### src/rtl/vram_arbiter_pkg.sv
// vram_arbiter_pkg: shared definitions for the VRAM arbiter slice.
//   VRAM_ADDR_W  default VRAM address width (8 KB video RAM)
//   VID_LATENCY  cycles from video grant to vid_data update (grant N, visible N+2)
//   cpu_state_t  CPU access FSM states (C_IDLE, C_RD, C_ACK)
package vram_arbiter_pkg;

  localparam int VRAM_ADDR_W = 13;
  localparam int VID_LATENCY = 2;

  typedef enum logic [1:0] {
    C_IDLE = 2'd0,
    C_RD   = 2'd1,
    C_ACK  = 2'd2
  } cpu_state_t;

endpackage

### src/rtl/vram_arbiter_if.sv
// vram_arbiter_if: bus bundle between the video fetch path, the CPU bus,
// the VRAM instance and the arbiter.
//   vid_req/vid_addr        -> 1-cycle fetch strobe + address
//   vid_data/vid_miss       <- fetched byte, sticky dropped-fetch flag
//   cpu_req/we/addr/wdata   -> CPU access request, held until cpu_ack
//   cpu_ack/cpu_rdata       <- 1-cycle completion pulse + read data
//   ram_addr/we/wdata       <- VRAM port (combinational from grant)
//   ram_rdata               -> VRAM sync read data, 1 cycle after ram_addr
//   dbg_state               <- CPU FSM state, for observation only
// Handshake: the CPU raises cpu_req with stable we/addr/wdata and keeps it
// high until it sees cpu_ack=1 on a rising edge; cpu_ack is a single-cycle
// pulse and cpu_rdata is valid only in that cycle. vid_req needs no
// acknowledge: a granted fetch always lands 2 cycles later, a dropped one
// sets vid_miss.
// modport slave is the arbiter side, modport master the environment side.
interface vram_arbiter_if #(
  parameter int ADDR_W = 13
);

  logic                       vid_req;
  logic [ADDR_W-1:0]          vid_addr;
  logic [7:0]                 vid_data;
  logic                       vid_miss;

  logic                       cpu_req;
  logic                       cpu_we;
  logic [ADDR_W-1:0]          cpu_addr;
  logic [7:0]                 cpu_wdata;
  logic                       cpu_ack;
  logic [7:0]                 cpu_rdata;

  logic [ADDR_W-1:0]          ram_addr;
  logic                       ram_we;
  logic [7:0]                 ram_wdata;
  logic [7:0]                 ram_rdata;

  vram_arbiter_pkg::cpu_state_t dbg_state;

  modport slave (
    input  vid_req, vid_addr, cpu_req, cpu_we, cpu_addr, cpu_wdata, ram_rdata,
    output vid_data, vid_miss, cpu_ack, cpu_rdata, ram_addr, ram_we, ram_wdata,
    output dbg_state
  );

  modport master (
    output vid_req, vid_addr, cpu_req, cpu_we, cpu_addr, cpu_wdata, ram_rdata,
    input  vid_data, vid_miss, cpu_ack, cpu_rdata, ram_addr, ram_we, ram_wdata,
    input  dbg_state
  );

endinterface

### src/rtl/vram_arbiter_wbuf.sv
// vram_arbiter_wbuf: 1-entry posted write buffer for the VRAM arbiter.
// Only present when VRAM_WBUF_EN is defined.
//   clk, reset    pixel clock, async active-high reset
//   capture       take cap_addr/cap_data into the (empty) entry
//   drain         the entry is being written to VRAM this cycle
//   lookup_addr   CPU read address to compare against the entry
//   drain_req     entry valid, wants a RAM slot
//   hit           entry valid and its address equals lookup_addr
//   buf_addr/data entry contents, used for the drain and for forwarding
`ifdef VRAM_WBUF_EN
module vram_arbiter_wbuf #(
  parameter int ADDR_W = 13
) (
  input  logic              clk,
  input  logic              reset,
  input  logic              capture,
  input  logic [ADDR_W-1:0] cap_addr,
  input  logic [7:0]        cap_data,
  input  logic              drain,
  input  logic [ADDR_W-1:0] lookup_addr,
  output logic              drain_req,
  output logic              hit,
  output logic [ADDR_W-1:0] buf_addr,
  output logic [7:0]        buf_data
);

  logic              valid_q;
  logic [ADDR_W-1:0] addr_q;
  logic [7:0]        data_q;

  // capture is only ever requested while the entry is empty, and drain only
  // while it is full, so the two never collide.
  always_ff @(posedge clk or posedge reset) begin
    if (reset) begin
      valid_q <= 1'b0;
      addr_q  <= '0;
      data_q  <= '0;
    end else if (capture) begin
      valid_q <= 1'b1;
      addr_q  <= cap_addr;
      data_q  <= cap_data;
    end else if (drain) begin
      valid_q <= 1'b0;
    end
  end

  assign drain_req = valid_q;
  assign hit       = valid_q && (lookup_addr == addr_q);
  assign buf_addr  = addr_q;
  assign buf_data  = data_q;

endmodule
`endif

### src/rtl/vram_arbiter.sv
// vram_arbiter: shares the single-port 8 KB VRAM between the VGA fetch path
// and the 6502 CPU bus.
//   clk    pixel clock, everything on posedge
//   reset  asynchronous, active-high; aborts an access in flight, no ack
//   bus    vram_arbiter_if.slave: video fetch, CPU req/ack, VRAM port, dbg_state
// Video has fixed priority and fixed 2-cycle latency. A CPU request that has
// been refused STARVE_LIMIT times in a row wins the next slot; a vid_req in
// that cycle is dropped and vid_miss is set (sticky until reset).
// Optional feature: define VRAM_WBUF_EN to add a 1-entry posted write buffer
// (writes ack without a RAM slot, same-address reads are forwarded, the
// buffer drains in any slot video does not use).
module vram_arbiter
  import vram_arbiter_pkg::*;
#(
  parameter int ADDR_W       = VRAM_ADDR_W,
  parameter int STARVE_LIMIT = 4
) (
  input logic           clk,
  input logic           reset,
  vram_arbiter_if.slave bus
);

  localparam int                CNT_W   = $clog2(STARVE_LIMIT + 1);
  localparam logic [CNT_W-1:0]  CNT_MAX = CNT_W'(STARVE_LIMIT);
  localparam int                VP_W    = VID_LATENCY - 1;

  cpu_state_t        state_q, state_d;
  logic [CNT_W-1:0]  starve_q;
  logic [VP_W-1:0]   vid_pipe_q;
  logic [7:0]        vid_data_q;
  logic              vid_miss_q;
  logic [7:0]        cpu_rdata_q;

  logic              cpu_pending;
  logic              starve_hit;
  logic              vid_gnt;
  logic              vid_drop;
  logic              cpu_rd_gnt;  // CPU read takes the RAM slot -> C_RD
  logic              cpu_wr_gnt;  // CPU write accepted -> C_ACK
  logic              cpu_fwd;     // CPU read served without RAM -> C_ACK
  logic              cpu_accept;

  logic [ADDR_W-1:0] ram_addr;
  logic              ram_we;
  logic [7:0]        ram_wdata;

  // ---------------------------------------------------------------- grant
  always_comb begin
    cpu_pending = bus.cpu_req && (state_q == C_IDLE);
    starve_hit  = cpu_pending && (starve_q == CNT_MAX);
    vid_gnt     = bus.vid_req && !starve_hit;
    vid_drop    = bus.vid_req && starve_hit;
  end

`ifdef VRAM_WBUF_EN
  logic              buf_valid;
  logic              buf_hit;
  logic              drain_gnt;
  logic [ADDR_W-1:0] buf_addr;
  logic [7:0]        buf_data;

  vram_arbiter_wbuf #(
    .ADDR_W (ADDR_W)
  ) u_wbuf (
    .clk         (clk),
    .reset       (reset),
    .capture     (cpu_wr_gnt),
    .cap_addr    (bus.cpu_addr),
    .cap_data    (bus.cpu_wdata),
    .drain       (drain_gnt),
    .lookup_addr (bus.cpu_addr),
    .drain_req   (buf_valid),
    .hit         (buf_hit),
    .buf_addr    (buf_addr),
    .buf_data    (buf_data)
  );

  // Writes and buffer-hit reads need no RAM slot, so they are accepted even
  // while video owns the port. Anything else must wait for the buffer to be
  // empty so the RAM sees accesses in program order. When the starvation
  // override removes video, the freed slot goes to the drain first if the
  // buffer is full; the CPU still sits at the limit and wins the next slot.
  always_comb begin
    drain_gnt  = buf_valid && !vid_gnt;
    cpu_wr_gnt = cpu_pending && bus.cpu_we && !buf_valid;
    cpu_fwd    = cpu_pending && !bus.cpu_we && buf_hit;
    cpu_rd_gnt = cpu_pending && !bus.cpu_we && !buf_valid && !vid_gnt;
    ram_addr   = '0;
    ram_we     = 1'b0;
    ram_wdata  = '0;
    if (vid_gnt) begin
      ram_addr = bus.vid_addr;
    end else if (drain_gnt) begin
      ram_addr  = buf_addr;
      ram_we    = 1'b1;
      ram_wdata = buf_data;
    end else if (cpu_rd_gnt) begin
      ram_addr = bus.cpu_addr;
    end
  end
`else
  always_comb begin
    cpu_rd_gnt = cpu_pending && !bus.cpu_we && !vid_gnt;
    cpu_wr_gnt = cpu_pending && bus.cpu_we && !vid_gnt;
    cpu_fwd    = 1'b0;
    ram_addr   = '0;
    ram_we     = 1'b0;
    ram_wdata  = '0;
    if (vid_gnt) begin
      ram_addr = bus.vid_addr;
    end else if (cpu_rd_gnt) begin
      ram_addr = bus.cpu_addr;
    end else if (cpu_wr_gnt) begin
      ram_addr  = bus.cpu_addr;
      ram_we    = 1'b1;
      ram_wdata = bus.cpu_wdata;
    end
  end
`endif

  assign cpu_accept = cpu_rd_gnt || cpu_wr_gnt || cpu_fwd;

  // ------------------------------------------------------------- CPU FSM
  always_comb begin
    state_d = state_q;
    unique case (state_q)
      C_IDLE: begin
        if (cpu_rd_gnt) begin
          state_d = C_RD;
        end else if (cpu_wr_gnt || cpu_fwd) begin
          state_d = C_ACK;
        end
      end
      C_RD:    state_d = C_ACK;
      C_ACK:   state_d = C_IDLE;   // cpu_req in this cycle is not looked at
      default: state_d = C_IDLE;
    endcase
  end

  always_ff @(posedge clk or posedge reset) begin
    if (reset) begin
      state_q     <= C_IDLE;
      starve_q    <= '0;
      vid_pipe_q  <= '0;
      vid_data_q  <= '0;
      vid_miss_q  <= 1'b0;
      cpu_rdata_q <= '0;
    end else begin
      state_q <= state_d;

      // Counts refused cycles of a request waiting in C_IDLE; saturates so
      // the override stays active until the CPU is actually accepted.
      if (cpu_accept) begin
        starve_q <= '0;
      end else if (cpu_pending && (starve_q != CNT_MAX)) begin
        starve_q <= starve_q + CNT_W'(1);
      end

      // The flag marks that ram_rdata in this cycle belongs to a video fetch.
      vid_pipe_q <= VP_W'({vid_pipe_q, vid_gnt});
      if (vid_pipe_q[VP_W-1]) begin
        vid_data_q <= bus.ram_rdata;
      end

      if (vid_drop) begin
        vid_miss_q <= 1'b1;
      end

      if (state_q == C_RD) begin
        cpu_rdata_q <= bus.ram_rdata;
      end
`ifdef VRAM_WBUF_EN
      else if (cpu_fwd) begin
        cpu_rdata_q <= buf_data;
      end
`endif
    end
  end

  // ------------------------------------------------------------- outputs
  assign bus.vid_data  = vid_data_q;
  assign bus.vid_miss  = vid_miss_q;
  assign bus.cpu_ack   = (state_q == C_ACK);
  assign bus.cpu_rdata = cpu_rdata_q;
  assign bus.ram_addr  = ram_addr;
  assign bus.ram_we    = ram_we;
  assign bus.ram_wdata = ram_wdata;
  assign bus.dbg_state = state_q;

endmodule

### src/flat_wrapper.sv
// flat-port wrapper written by rule: the top's interface ports become plain ports
module vram_arbiter_flat import vram_arbiter_pkg::*;
#(
  parameter int ADDR_W       = VRAM_ADDR_W,
  parameter int STARVE_LIMIT = 4
)
  (clk, reset, bus_vid_req, bus_vid_addr, bus_cpu_req, bus_cpu_we, bus_cpu_addr, bus_cpu_wdata, bus_ram_rdata, bus_vid_data, bus_vid_miss, bus_cpu_ack, bus_cpu_rdata, bus_ram_addr, bus_ram_we, bus_ram_wdata, bus_dbg_state);
  vram_arbiter_if #(.ADDR_W(ADDR_W)) bus_i ();
  input logic clk;
  input logic reset;
  input wire logic [$bits(bus_i.vid_req)-1:0] bus_vid_req;
  input wire logic [$bits(bus_i.vid_addr)-1:0] bus_vid_addr;
  input wire logic [$bits(bus_i.cpu_req)-1:0] bus_cpu_req;
  input wire logic [$bits(bus_i.cpu_we)-1:0] bus_cpu_we;
  input wire logic [$bits(bus_i.cpu_addr)-1:0] bus_cpu_addr;
  input wire logic [$bits(bus_i.cpu_wdata)-1:0] bus_cpu_wdata;
  input wire logic [$bits(bus_i.ram_rdata)-1:0] bus_ram_rdata;
  output wire logic [$bits(bus_i.vid_data)-1:0] bus_vid_data;
  output wire logic [$bits(bus_i.vid_miss)-1:0] bus_vid_miss;
  output wire logic [$bits(bus_i.cpu_ack)-1:0] bus_cpu_ack;
  output wire logic [$bits(bus_i.cpu_rdata)-1:0] bus_cpu_rdata;
  output wire logic [$bits(bus_i.ram_addr)-1:0] bus_ram_addr;
  output wire logic [$bits(bus_i.ram_we)-1:0] bus_ram_we;
  output wire logic [$bits(bus_i.ram_wdata)-1:0] bus_ram_wdata;
  output wire logic [$bits(bus_i.dbg_state)-1:0] bus_dbg_state;
  assign bus_i.vid_req = bus_vid_req;
  assign bus_i.vid_addr = bus_vid_addr;
  assign bus_i.cpu_req = bus_cpu_req;
  assign bus_i.cpu_we = bus_cpu_we;
  assign bus_i.cpu_addr = bus_cpu_addr;
  assign bus_i.cpu_wdata = bus_cpu_wdata;
  assign bus_i.ram_rdata = bus_ram_rdata;
  assign bus_vid_data = bus_i.vid_data;
  assign bus_vid_miss = bus_i.vid_miss;
  assign bus_cpu_ack = bus_i.cpu_ack;
  assign bus_cpu_rdata = bus_i.cpu_rdata;
  assign bus_ram_addr = bus_i.ram_addr;
  assign bus_ram_we = bus_i.ram_we;
  assign bus_ram_wdata = bus_i.ram_wdata;
  assign bus_dbg_state = bus_i.dbg_state;
  vram_arbiter #(.ADDR_W(ADDR_W), .STARVE_LIMIT(STARVE_LIMIT)) u_core (.clk(clk), .reset(reset), .bus(bus_i));
endmodule
### config.mk
export PLATFORM = sky130hd
export DESIGN_NAME = vram_arbiter_flat
export DESIGN_NICKNAME = d
export VERILOG_FILES = /design/src/rtl/vram_arbiter_pkg.sv /design/src/rtl/vram_arbiter_if.sv /design/src/rtl/vram_arbiter_wbuf.sv /design/src/rtl/vram_arbiter.sv /design/src/flat_wrapper.sv
export SDC_FILE = /design/constraint.sdc
export NUM_CORES = 1
export LEC_CHECK = 0
export ABC_AREA = 1
export BUFFER_PORTS_ARGS = -buffer_cell sky130_fd_sc_hd__buf_4
export CAP_MARGIN = 10
export CORE_ASPECT_RATIO = 0.9
export CORE_MARGIN = 1.5
export CORE_UTILIZATION = 40
export DETAILED_ROUTE_END_ITERATION = 7
export PLACE_DENSITY_LB_ADDON = 0.12
export SETUP_SLACK_MARGIN = 0.3
export SYNTH_ARGS = -nofsm -noshare
export SYNTH_HDL_FRONTEND = slang
export SYNTH_SLANG_ARGS = --single-unit
### constraint.sdc
create_clock -name clk -period 1.7 [get_ports clk]
set_clock_uncertainty 0.2 [all_clocks]
set_input_delay 0.085 -clock clk [delete_from_list [all_inputs] [get_ports clk]]
set_output_delay 0.085 -clock clk [all_outputs]
set_load 0.02 [all_outputs]
**After elaboration in Yosys (flattened, before gate mapping)**

Index checks and enable logic that the tools add are counted.

- Output and inout port bits: 42
- Register bits after elaboration: 23

- Mux-type cells: 14
- $add $sub $neg: 1
- Reduce and logical (&&, ||, !) cells: 15
- Equal/unequal tests: 5

Operators with widths:

| operator | number |
|---|---|
| $mux 13 | 3 |
| $mux 8 | 3 |
| $logic_and 1x1->1 | 9 |
| $mux 3 | 2 |
| $mux 2 | 2 |
| $pmux 2 s2 | 1 |
| $add 3x1->3 const B | 1 |
| $eq 3x3->1 const B | 1 |
| $logic_not 1->1 | 3 |
| $mux 1 | 3 |
| $ne 3x1->1 const B | 1 |
| $ne 3x3->1 const B | 1 |
| $eq 2x1->1 const B | 1 |
| $eq 2x2->1 const B | 1 |
| $logic_not 2->1 | 1 |
| $reduce_bool 2->1 | 1 |
| $logic_or 1x1->1 | 1 |

**Longest topological paths before layout**

- Depth after elaboration: 10
- Mapped depth: 8
- Gate-level depth less buffers: 8

**Worst setup path after synthesis**

OpenSTA, ideal clock, no wires.

- Kind: register to output
- From: register u_core.starve_q[0]
- To: output port bus_ram_wdata[0]
- Stages on the path, launching flop included: 9
- Required time: 1.415 ns
- Data arrival time: 1.381 ns
- Setup slack: 0.034 ns
- Cell sequence: dfrtp_1 inv_1 ha_1 nand2_1 inv_1 nand3_2 nand2_1 nand2_2 nor2_1

- Cells in the longest elaborated chain, start to end: 9
- Elaborated cells between the ends (all ways): 10
- Those cells by class: 1 x eq/ne; 3 x mux; 6 x reduce/logical

RTL lines:

| element | line | text |
|---|---|---|
| start: declaration | vram_arbiter.sv:28 | `logic [CNT_W-1:0] starve_q;` |
| start signal: assignment | vram_arbiter.sv:156 | `starve_q <= starve_q + CNT_W'(1);` |
| $eq 3x3->1 * | vram_arbiter.sv:50 | `starve_hit = cpu_pending && (starve_q == CNT_MAX);` |
| $logic_and 1x1->1 * | vram_arbiter.sv:50 |  |
| $logic_not 1->1 * | vram_arbiter.sv:51 | `vid_gnt = bus.vid_req && !starve_hit;` |
| $logic_and 1x1->1 * | vram_arbiter.sv:51 |  |
| $logic_not 1->1 | vram_arbiter.sv:103, vram_arbiter.sv:104 |  |
| $logic_and 1x1->1 | vram_arbiter.sv:104 | `cpu_wr_gnt = cpu_pending && bus.cpu_we && !vid_gnt;` |
| $mux 8 | vram_arbiter.sv:113 | `end else if (cpu_wr_gnt) begin` |
| $mux 8 | vram_arbiter.sv:111 | `end else if (cpu_rd_gnt) begin` |
| $mux 8 * | vram_arbiter.sv:109 | `if (vid_gnt) begin` |
| end: declaration | flat_wrapper.sv:24 | `output wire logic [$bits(bus_i.ram_wdata)-1:0] bus_ram_wdata;` |

Mark *: on every way between the ends. The rest lies on a longest branch, timed or not.

**Worst setup path after layout**

- From: register u_core.starve_q[1]
- To: output port bus_ram_wdata[1]

The elaborated chain is that of the path after synthesis.

==> impl_metrics.csv <==
group,metric,value,unit
global_routing,grt_max_degree,17,
drt,dr.pass1.iters,5,
global_routing,antenna_found_initial,0,
power_and_ir_drop,p_leak,1.31,nW
drt,routedWlPerCell,14.6,um
global_routing,track_usage,23.5,%
timing,slew_headroom,63.5,%
placement,gp_congestion,0.737,
global_routing,gr-total-overflow,0,
clock_tree,clock-root-buffer,"clkbuf_4",
drt,drc,0,
clock_tree,cts.path.max_buffers,2,
drt,drtIter0Drc,63,
clock_tree,cts_made_buffers,3,
worst_setup_path,r2r_start,"u_core.starve_q[1]$_DFFE_PP0P_",
worst_hold_path,min_path_type,"in2reg",
global_routing,grt_pass1_vias,1492,
worst_setup_path,crit_chain,"inv_1 > ha_4 > nand2_4 > inv_2 > nand3_4 > nand2_4 > nand2_4 > nor2_4 > buf_4",
timing,max_freq,513,MHz
clock_tree,cts_tree,"yes",
status,status,"finished, violations left",
final_layout,multi_input_area,704,um^2
timing,drv_slew,0,
status,violations,"negative hold slack, negative setup slack",
synthesis,synth_top_area_cell,"dfrtp_1",
run,drv_cap,0,
placement,placed_cell_area,2080,um^2
worst_setup_path,cp.arrival,1660,ps
power_and_ir_drop,p_switching,781,uW
clock_tree,clkTransAtPathRegs,130,ps
final_layout,diodes,0,
synthesis,synth.avg_cell_area,7.63,um^2
synthesis,syn_nets,208,
die,io_pins,89,
timing,hold_viol_final,1,
power_and_ir_drop,p_seq_share,37.5,%
die,die_area,3370,um^2
final_layout,fillerInstances,150,
clock_tree,cts_num_sinks,23,
power_and_ir_drop,clkPwrFrac,12.8,%
timing,fin_hold_ws,-17.2,ps
worst_setup_path,cpMostUsedCell,"nand2_4",
worst_setup_path,rrSetupSlack,110,ps
timing,post-route-min-period,1950,ps
synthesis,syn-instance-count,159,
synthesis,yosysSeqAreaShare,47.4,%
final_layout,nets,327,
drt,wl,4.64,mm
placement,io_buffers,88,
synthesis,ys_types,19,
die,die_h,55.3,um
power_and_ir_drop,power_density,818,nW/um^2
worst_setup_path,cp_slowest_stage_delay,420,ps
worst_setup_path,critPathSlowestCell,"dfrtp_1",
synthesis,yosysWarnings,0,
worst_setup_path,start_kind,"register",
die,core-area,2820,um^2
clock_tree,clock_latency,300,ps
worst_setup_path,cp_num_buf_inv,3,
die,start_util,43.1,%
worst_setup_path,critical_path_class,"reg2out",
synthesis,synthTopCellsByArea,"dfrtp_1 (47%), nand2_1 (15%), inv_1 (7.4%), nand3_1 (7.0%), nor2_1 (5.3%)",
final_layout,area.growth.synth_to_final,102,%
worst_hold_path,min_to,"u_core.starve_q[2]$_DFFE_PP0P_",
worst_setup_path,cp_max_fo,5,
worst_setup_path,end_kind,"output pin",
worst_setup_path,critical-path-top-delay-family,"simple AND/OR/NAND/NOR gates",
timing,worstMarginPinSlew,547,ps
timing,setup_slack,-248,ps
clock_tree,h-tree-depth,1,
worst_setup_path,startpoint,"u_core.starve_q[1]$_DFFE_PP0P_",
worst_setup_path,reg2regPathDepth,9,
worst_hold_path,min_from,"bus_cpu_req",
synthesis,syn-cell-area,1210,um^2
worst_setup_path,r2r-end,"u_core.bus.dbg_state[1]$_DFFE_PP0P_",
die,rows,18,
final_layout,seq_area,578,um^2
drt,via_per_inst,4.95,
worst_setup_path,required,1410,ps
global_routing,grt_first_pass_wirelength,6.27,mm
timing,rsz0062_at_grt,"true",
drt,ant_nets,0,
timing,finalSetupTns,-4640,ps
power_and_ir_drop,peakVddDrop,475,uV
synthesis,ys_seq_elements,23,
timing,setup_viol,22,
final_layout,final_layout_size_suffix_gt1_share,56.0,%
power_and_ir_drop,p_comb_share,49.7,%
power_and_ir_drop,intPower,1.23,mW
timing,finalCritPeriodShare,115,%
drt,vias,1570,
power_and_ir_drop,swShare,38.9,%
worst_hold_path,min_delay_path_depth,5,
final_layout,final_area,2450,um^2
die,chipWidth,61.1,um
placement,dp_hpwl,2.52,mm
synthesis,synth.top_cell.area_share,47.4,%
-- sequential cells by signal, indices dropped and copies added, names as in the netlist --
register,count
u_core.vid_pipe_q,1
u_core.bus.cpu_rdata,8
u_core.starve_q,3
u_core.bus.vid_miss,1
u_core.bus.vid_data,8
u_core.bus.dbg_state,2
-- logic make-up after synthesis --
kind of cell | synth area share [%]
buffers and inverters | 10.2
AOI/OAI and AO/OA | 6.08
and+or+nand+nor | 31.4
muxes | 2.78
adders and majority gates | 2.06
DFF | 47.4
-- through the flow --
step                std cells  hold WS (ps)  power [mW]  util (%)  setup slack [ps]
floorplan                 159          -113        1.18         -               175
global route              317          1.62        2.11      87.1              -316
finish                    317         -17.2        2.01      87.1              -248
detailed placement        288         -62.0        1.55      73.8              77.0
CTS                       311          1.31        1.88      82.9              -167
global placement          288         -59.4        1.53      73.8               103
-- layout make-up --
| type | instances | area share [%] |
|---|---|---|
| repair buffers | 119 | 40.7 |
| multi-input cells | 107 | 28.7 |
| flip-flops and latches | 23 | 23.6 |
| inverters | 24 | 3.88 |
| well taps | 40 | 2.04 |
| clock buffers | 4 | 1.07 |
-- how the worst max path moves through the flow --
stage,to,slack (ps),cells past startpoint
6_report,bus_ram_wdata[1],-250,9
3_3_place_gp,bus_ram_wdata[0],100,9
5_1_grt,bus_ram_wdata[1],-320,9
2_1_floorplan,bus_ram_wdata[0],180,8
4_1_cts,bus_ram_addr[12],-170,9
3_5_place_dp,bus_ram_wdata[0],80,9
-- cells in the final DEF, fill, tap and decap left out, types with 2 or more instances in the layout --
cell,count
mux2_2,3
nand2_4,5
dfrtp_1,21
nand3_1,15
inv_1,19
nor2_4,11
nor2_1,7
nand2_2,13
buf_6,20
o21ai_0,5
buf_4,87
inv_4,2
nand2_1,32
nand3_2,2
clkbuf_4,3
nand4_1,3
dfrtp_2,2
inv_2,3
a21oi_1,5
dlygate4sd3_1,12
-- worst register-to-register path, stage by stage, from the launching register on --
cell and delay [ps]:
dfrtp_1 420, inv_1 100, ha_4 140, nand2_4 60, inv_2 70, nand3_4 80
nand2_4 130, nand2_4 110, buf_4 150, nand2_1 60
-- cells in the mapped netlist --
cell type  number
a21oi_4         1
nand2_1        48
ha_1            2
buf_6           1
inv_1          24
nand2_2         2
dfrtp_1        23
nor2_1         17
buf_1           1
mux2_2          3
nand3_2         1
o21ai_0         5
clkbuf_1        1
buf_2           3
nand4_1         3
nor2_4          1
o21bai_1        1
nand3_1        17
a21oi_1         5
-- metal layers --
layer  global-route usage, %  routed length [um]
met2                    42.9                2520
met1                    27.8                1700
met4                    6.52                 112
met5                       0                   0
met3                    2.58                 301
-- what timing repair did --
item / in CTS / in global routing
setup endpoints to repair: 33 / 32
resized for setup: 15 / 20
buffers inserted: 6 / 6
hold buffers: 12 / 0
endpoints found under the hold margin: 34 / 0
pin swaps: 2 / 3
gates cloned: 1 / 0
-- power groups by stage --
| stage | clock (mW) | combinational (mW) | sequential, mW |
|---|---|---|---|
| finish | 0.256 | 0.998 | 0.752 |
| global route | 0.278 | 1.06 | 0.767 |
| CTS | 0.240 | 0.899 | 0.739 |
| detailed placement | 0 | 0.801 | 0.749 |
| global placement | 0 | 0.782 | 0.744 |
| floorplan | 0 | 0.320 | 0.864 |
No activity file was read; power rests on OpenSTA's default activity.
